$ cat src/rtl/sample_streamer.sv
// sample_streamer
//   Takes NUM_CH ADC channel samples per strobe and keeps one strobe in every (i_decim+1).
//   Each kept sample vector is buffered in a FIFO, then sent as a framed 8N1 UART packet:
//   SYNC_BYTE, then each channel zero-extended to 16 bits (low byte first, ch0 first).
//
//   Optional feature macro: SAMPLE_STREAMER_CHECKSUM_EN
//     When defined, one more byte is appended to each frame: the XOR of all data bytes.
//     SYNC_BYTE is not included in the XOR.
//
//   Ports
//     i_clk         core clock (single domain)
//     i_rst_n       asynchronous active-low reset
//     i_sample_stb  one-cycle pulse qualifying i_samples
//     i_samples     NUM_CH*SAMPLE_W bits; ch(k) at [k*SAMPLE_W +: SAMPLE_W]
//     i_decim       keep 1 of every (i_decim+1) strobes
//     o_uart_tx     serial line, idle high
//     o_busy        frame on the line or FIFO non-empty (registered)
//     o_overflow    sticky, set when a vector is dropped on a full FIFO
//     o_drop_count  number of dropped vectors, saturating at 16'hFFFF
module sample_streamer #(
  parameter int unsigned BAUD_CYCLES = 6,
  parameter int unsigned SAMPLE_W    = 12,
  parameter int unsigned NUM_CH      = 2,
  parameter int unsigned FIFO_DEPTH  = 16,
  parameter logic [7:0]  SYNC_BYTE   = 8'hA5
) (
  input  logic                       i_clk,
  input  logic                       i_rst_n,
  input  logic                       i_sample_stb,
  input  logic [NUM_CH*SAMPLE_W-1:0] i_samples,
  input  logic [7:0]                 i_decim,
  output logic                       o_uart_tx,
  output logic                       o_busy,
  output logic                       o_overflow,
  output logic [15:0]                o_drop_count
);

  localparam int unsigned VEC_W  = NUM_CH * SAMPLE_W;
  localparam int unsigned FRM_W  = NUM_CH * 16;
  localparam int unsigned NBYTES = 2 * NUM_CH;
  localparam int unsigned AW     = $clog2(FIFO_DEPTH);
  localparam int unsigned BCW    = $clog2(BAUD_CYCLES);
  localparam int unsigned BYW    = $clog2(NBYTES);

  localparam logic [BCW-1:0] BAUD_LAST = BCW'(BAUD_CYCLES - 1);
  localparam logic [BYW-1:0] BYTE_LAST = BYW'(NBYTES - 1);
  localparam logic [AW:0]    FIFO_FULL = (AW + 1)'(FIFO_DEPTH);

  typedef enum logic [1:0] {
    ST_IDLE = 2'd0,
    ST_SYNC = 2'd1,
    ST_DATA = 2'd2
`ifdef SAMPLE_STREAMER_CHECKSUM_EN
    , ST_CSUM = 2'd3
`endif
  } state_t;

  state_t           state_q, state_d;
  logic [BCW-1:0]   baud_q, baud_d;
  logic [3:0]       bit_q, bit_d;
  logic [BYW-1:0]   byte_q, byte_d;
  logic [FRM_W-1:0] frame_q, frame_d;
  logic             tx_q, tx_d;
  logic             busy_q, busy_d;
  logic [7:0]       dec_q, dec_d;
  logic             ovf_q, ovf_d;
  logic [15:0]      drop_q, drop_d;
  logic [AW-1:0]    wr_ptr_q, wr_ptr_d;
  logic [AW-1:0]    rd_ptr_q, rd_ptr_d;
  logic [AW:0]      count_q, count_d;
  logic [VEC_W-1:0] mem_q [FIFO_DEPTH];

  logic             accept;
  logic             push;
  logic             pop;
  logic             frame_done;
  logic [7:0]       cur_byte;
  logic [FRM_W-1:0] head_frame;

  // FIFO head unpacked into the on-the-wire layout: each channel zero-extended to 16 bits.
  always_comb begin
    head_frame = '0;
    for (int c = 0; c < int'(NUM_CH); c++) begin
      head_frame[c*16 +: 16] = 16'(mem_q[rd_ptr_q][c*SAMPLE_W +: SAMPLE_W]);
    end
  end

`ifdef SAMPLE_STREAMER_CHECKSUM_EN
  logic [7:0] csum;

  always_comb begin
    csum = 8'h00;
    for (int b = 0; b < int'(NBYTES); b++) begin
      csum = csum ^ frame_q[b*8 +: 8];
    end
  end
`endif

  // Byte currently being serialised, selected by which part of the frame we are in.
  always_comb begin
    cur_byte = SYNC_BYTE;
    case (state_q)
      ST_DATA: cur_byte = frame_q[int'(byte_q)*8 +: 8];
`ifdef SAMPLE_STREAMER_CHECKSUM_EN
      ST_CSUM: cur_byte = csum;
`endif
      default: cur_byte = SYNC_BYTE;
    endcase
  end

  // Frame sequencer. bit_q walks start(0), data(1..8), stop(9). tx_q is loaded one bit ahead,
  // so the value changes exactly at the bit boundary. A new frame is popped either from IDLE or
  // at the end of the last stop bit, so frames go out back to back with no idle gap.
  always_comb begin
    state_d    = state_q;
    baud_d     = baud_q;
    bit_d      = bit_q;
    byte_d     = byte_q;
    frame_d    = frame_q;
    tx_d       = tx_q;
    pop        = 1'b0;
    frame_done = 1'b0;

    case (state_q)
      ST_IDLE: tx_d = 1'b1;
      default: begin
        if (baud_q != BAUD_LAST) begin
          baud_d = baud_q + 1'b1;
        end else begin
          baud_d = '0;
          if (bit_q != 4'd9) begin
            bit_d = bit_q + 4'd1;
            tx_d  = (bit_q == 4'd8) ? 1'b1 : cur_byte[bit_q[2:0]];
          end else begin
            bit_d = 4'd0;
            tx_d  = 1'b0;
            case (state_q)
              ST_SYNC: begin
                state_d = ST_DATA;
                byte_d  = '0;
              end
              ST_DATA: begin
                if (byte_q != BYTE_LAST) begin
                  byte_d = byte_q + 1'b1;
                end else begin
`ifdef SAMPLE_STREAMER_CHECKSUM_EN
                  state_d = ST_CSUM;
`else
                  frame_done = 1'b1;
`endif
                end
              end
              default: frame_done = 1'b1;
            endcase
          end
        end
      end
    endcase

    if ((state_q == ST_IDLE) || frame_done) begin
      if (count_q != '0) begin
        pop     = 1'b1;
        frame_d = head_frame;
        state_d = ST_SYNC;
        baud_d  = '0;
        bit_d   = 4'd0;
        byte_d  = '0;
        tx_d    = 1'b0;
      end else begin
        state_d = ST_IDLE;
        tx_d    = 1'b1;
      end
    end
  end

  // Decimation, FIFO bookkeeping and drop accounting. A push into a full FIFO is still accepted
  // when the sequencer pops in the same cycle, because the slot being read frees up.
  always_comb begin
    dec_d  = dec_q;
    accept = 1'b0;
    if (i_sample_stb) begin
      if (dec_q >= i_decim) begin
        accept = 1'b1;
        dec_d  = 8'd0;
      end else begin
        dec_d = dec_q + 8'd1;
      end
    end

    push     = accept && ((count_q != FIFO_FULL) || pop);
    wr_ptr_d = wr_ptr_q;
    rd_ptr_d = rd_ptr_q;
    count_d  = count_q;
    ovf_d    = ovf_q;
    drop_d   = drop_q;

    if (push) wr_ptr_d = wr_ptr_q + 1'b1;
    if (pop)  rd_ptr_d = rd_ptr_q + 1'b1;

    if (push && !pop) begin
      count_d = count_q + 1'b1;
    end else if (pop && !push) begin
      count_d = count_q - 1'b1;
    end

    if (accept && !push) begin
      ovf_d = 1'b1;
      if (drop_q != 16'hFFFF) drop_d = drop_q + 16'd1;
    end

    busy_d = (state_d != ST_IDLE) || (count_d != '0);
  end

  always_ff @(posedge i_clk or negedge i_rst_n) begin
    if (!i_rst_n) begin
      state_q  <= ST_IDLE;
      baud_q   <= '0;
      bit_q    <= 4'd0;
      byte_q   <= '0;
      frame_q  <= '0;
      tx_q     <= 1'b1;
      busy_q   <= 1'b0;
      dec_q    <= 8'd0;
      ovf_q    <= 1'b0;
      drop_q   <= 16'd0;
      wr_ptr_q <= '0;
      rd_ptr_q <= '0;
      count_q  <= '0;
    end else begin
      state_q  <= state_d;
      baud_q   <= baud_d;
      bit_q    <= bit_d;
      byte_q   <= byte_d;
      frame_q  <= frame_d;
      tx_q     <= tx_d;
      busy_q   <= busy_d;
      dec_q    <= dec_d;
      ovf_q    <= ovf_d;
      drop_q   <= drop_d;
      wr_ptr_q <= wr_ptr_d;
      rd_ptr_q <= rd_ptr_d;
      count_q  <= count_d;
    end
  end

  // Storage needs no reset; validity is tracked entirely by count_q and the pointers.
  always_ff @(posedge i_clk) begin
    if (push) mem_q[wr_ptr_q] <= i_samples;
  end

  assign o_uart_tx    = tx_q;
  assign o_busy       = busy_q;
  assign o_overflow   = ovf_q;
  assign o_drop_count = drop_q;

endmodule

$ cat config.mk
export PLATFORM = sky130hd
export DESIGN_NAME = sample_streamer
export DESIGN_NICKNAME = d
export VERILOG_FILES = /design/src/rtl/sample_streamer.sv
export SDC_FILE = /design/constraint.sdc
export NUM_CORES = 1
export LEC_CHECK = 0
export CORE_ASPECT_RATIO = 0.5
export CORE_UTILIZATION = 55
export CTS_CLUSTER_DIAMETER = 120
export CTS_CLUSTER_SIZE = 16
export DETAILED_ROUTE_END_ITERATION = 8
export DONT_BUFFER_PORTS = 1
export GPL_TIMING_DRIVEN = 0
export PLACE_DENSITY_LB_ADDON = 0.25
export SLEW_MARGIN = 25
export SYNTH_ARGS = -nofsm -noshare
export SYNTH_HDL_FRONTEND = slang
export SYNTH_SLANG_ARGS = --single-unit
$ cat constraint.sdc
create_clock -name i_clk -period 10.6 [get_ports i_clk]
set_clock_uncertainty 0.15 [all_clocks]
set_input_delay 2.12 -clock i_clk [delete_from_list [all_inputs] [get_ports i_clk]]
set_output_delay 2.12 -clock i_clk [all_outputs]
set_load 0.02 [all_outputs]
==> flow_summary_export.csv <==
group,metric,value,unit
timing,max_freq,188.9,MHz
timing,setup_tns,0,ns
grt,antenna_found_initial,0,
power_and_ir_drop,ir_drop,0.00008275,V
floorplanning,coreArea,32290,um2
clocking,root_buffer,"clkbuf_16",
critical_path,critPathLaunch,"i_decim[5]",
layout,multi_input_area,4773,um2
grt,grt_pass1_wl,57590,um
layout,seqCellArea,13410,um2
yosys,synth_edf_count,384,
timing,hold_viol,0,
run_status,violations,"DRC",
power_and_ir_drop,power.leakage,6.879,nW
yosys,synth_ff_type,"edfxtp_1",
drt,routed_via_density,6.302,
placed_design,dp.cells,1367,
critical_path,crit_slowest_cell,"o21ai_0",
floorplanning,rows,46,
layout,fill_cells,2188,
placed_design,port-buffer-count,0,
clocking,htreeDepth,2,
power_and_ir_drop,p_per_area,160.5,nW/um2
placed_design,place_congestion,0.8363,
grt,grt_start_max_net_pins,76,
drt,ant_nets,0,
yosys,synth_warnings,0,
yosys,synth_cells,907,
critical_path,cpPeakStageDelay,0.56,ns
drt,drt_iter0_drc,999,
clocking,clkLatencyLatePin,0.54,ns
floorplanning,die_area,34200,um2
clocking,cts.clk_slew.worst_paths,0.07,ns
grt,track_usage,23.38,%
timing,relSlewSlack,33.80,%
job,drv_cap,0,
floorplanning,initial_core_util,56.93,%
timing,tightest_slew,0.9930,ns
drt,drc,12,
clocking,cts_tree,"yes",
yosys,synth.most_common_cell,"edfxtp_1",
clocking,cts_made_buffers,34,
yosys,avgSynthCellArea,20.27,um2
critical_path,cp-start-kind,"input port",
critical_path,path_class,"input port to register",
layout,area_growth,11.24,%
critical_path,crit_buf_inv,3,
grt,grt_overflow,0,
critical_path,required,10.69,ns
layout,nets,1028,
timing,period_minus_slack,5.295,ns
hold_path,hp-start,"frame_q[23]",
hold_path,hold_path.class,"register to register",
timing,rsz0062_at_grt,"false",
clocking,cts_buffer_depth,3,
yosys,yosysUniqueCellTypes,48,
yosys,synth_area_leaders,"edfxtp_1, mux4_2, dfrtp_1",
run_status,status,"finished, violations left",
timing,finalSetupViolCount,0,
yosys,synth.net_count,964,
drt,vias,8999,
drt,wl,38410,um
layout,antenna_cells,0,
timing,fin_crit_sh,49.95,%
floorplanning,fp.dieW,260.5,um
critical_path,path_delay_family,"simple AND/OR/NAND/NOR gates",
critical_path,end_kind,"register",
yosys,synth_top_area_cell,"edfxtp_1",
placed_design,dpl.hpwl,25620,um
yosys,synthArstFlopShare,16.34,%
yosys,synth_top_area_share,62.73,%
clocking,hold_buffers,0,
yosys,synthTopCellsByCount,"edfxtp_1, mux4_2, dfrtp_1, nor2_1",
yosys,synth_seq_cells,459,
critical_path,worst-path-max-fanout,13,
layout,fin_cells,1428,
grt,grt_pass1_vias,9156,
clocking,clkSinkCount,459,
drt,wl_per_cell,26.89,um
timing,drv_slew,0,
floorplanning,ios,54,
critical_path,path_cells,"inv_1, ha_1, a21oi_1, o21ai_0, nand2_1, nand2_1, and2_1, clkbuf_1, nor2b_1, nor2b_1, and2_2, buf_16",
clocking,cts_setup_buffers,0,
layout,drive_gt1_share,26.20,%
critical_path,worstReg2RegStart,"dec_q[5]",
clocking,postCtsResizedCells,0,
floorplanning,die_h,131.3,um
critical_path,cp.arrival,5.38,ns
drt,firstDrtPassIters,7,
yosys,synth_area,18380,um2
yosys,synth-seq-area-share,72.95,%
[state kept, by name, summed over array words and instances (netlist names)]
name,count
wr_ptr_q,4
o_uart_tx,1
o_busy,1
bit_q,4
byte_q,2
state_q,2
mem_q,384
count_q,5
o_overflow,1
dec_q,8
baud_q,3
o_drop_count,16
frame_q,24
rd_ptr_q,4
[through the flow]
step / util, % / hold WS [ns] / setup WS, ns / cell area [um2] / power, mW
floorplan: - / 0.3252 / 4.599 / 18380 / 2.078
global placement: 58.60 / 0.3427 / 2.258 / 18920 / 2.090
detailed placement: 60.20 / 0.3420 / 4.763 / 19440 / 2.097
CTS: 63.31 / 0.3635 / 5.313 / 20440 / 3.301
global route: 63.33 / 0.3889 / 5.060 / 20450 / 3.380
finish: 63.33 / 0.3624 / 5.305 / 20450 / 3.282
[cell usage in the layout, fill, tap and decap left out, drive strengths merged, types with 5 or more instances in the layout]
master	instances
xnor2	20
xor2	12
dfrtp	74
mux2	26
edfxtp	384
a21oi	14
mux4	126
nor2b	5
a31oi	5
o21ai	12
nor3	10
nand2	26
nor2	28
nand4	10
clkbuf	88
and3	11
inv	25
buf	39
nand3	10
and2	8
ha	22
[cells by family (layout without fill, tap and decap cells)]
group | Yosys count | after routing | synth area share, %
AOI/OAI and AO/OA | 43 | 43 | 1.613
adders and majority gates | 22 | 22 | 1.497
xor gates and xnor gates | 32 | 32 | 1.525
muxes | 156 | 156 | 17.25
DFF | 459 | 459 | 72.95
buffers and inverters | 66 | 155 | 1.409
and+or+nand+nor | 129 | 129 | 3.758
[final cells by class]
type / instances / area share, %
Sequential cell: 459 / 65.58
Multi-Input combinational cell: 382 / 23.34
Clock buffer: 58 / 4.706
Tap cell: 432 / 2.643
Timing Repair Buffer: 28 / 2.203
Buffer: 41 / 0.8689
Inverter: 25 / 0.4589
Clock inverter: 3 / 0.1958
[path summary, 6_finish.rpt]
kind | end | slack (ns) | cells after the start
hold reg to reg | frame_q[23] | 0.36 | 1
setup / recovery | mem_q[2][16] | 5.31 | 12
min in group asynchronous | dec_q[1] | 1.12 | 0
setup reg to reg | mem_q[2][16] | 6.48 | 11
hold / removal | frame_q[23] | 0.36 | 1
max in group asynchronous | o_uart_tx | 8.98 | 0
[metal layers]
layer / vias to the layer above / GRT usage, % / routed length [um]
met5: - / 0 / 0
met4: 0 / 4.971 / 545
met3: 43 / 4.745 / 3235
met2: 376 / 36.75 / 18330
met1: 4786 / 34.36 / 16300
li1: 3794 / - / -
[power by group]
part	total (mW)	leakage (nW)	switching, mW	internal [mW]
combinational	0.0598	2.02	0.0327	0.0271
sequential	2.00	4.39	0.0271	1.97
clock	1.23	0.472	0.600	0.626
total	3.28	6.88	0.659	2.62
(Power assumes the default switching activity.)
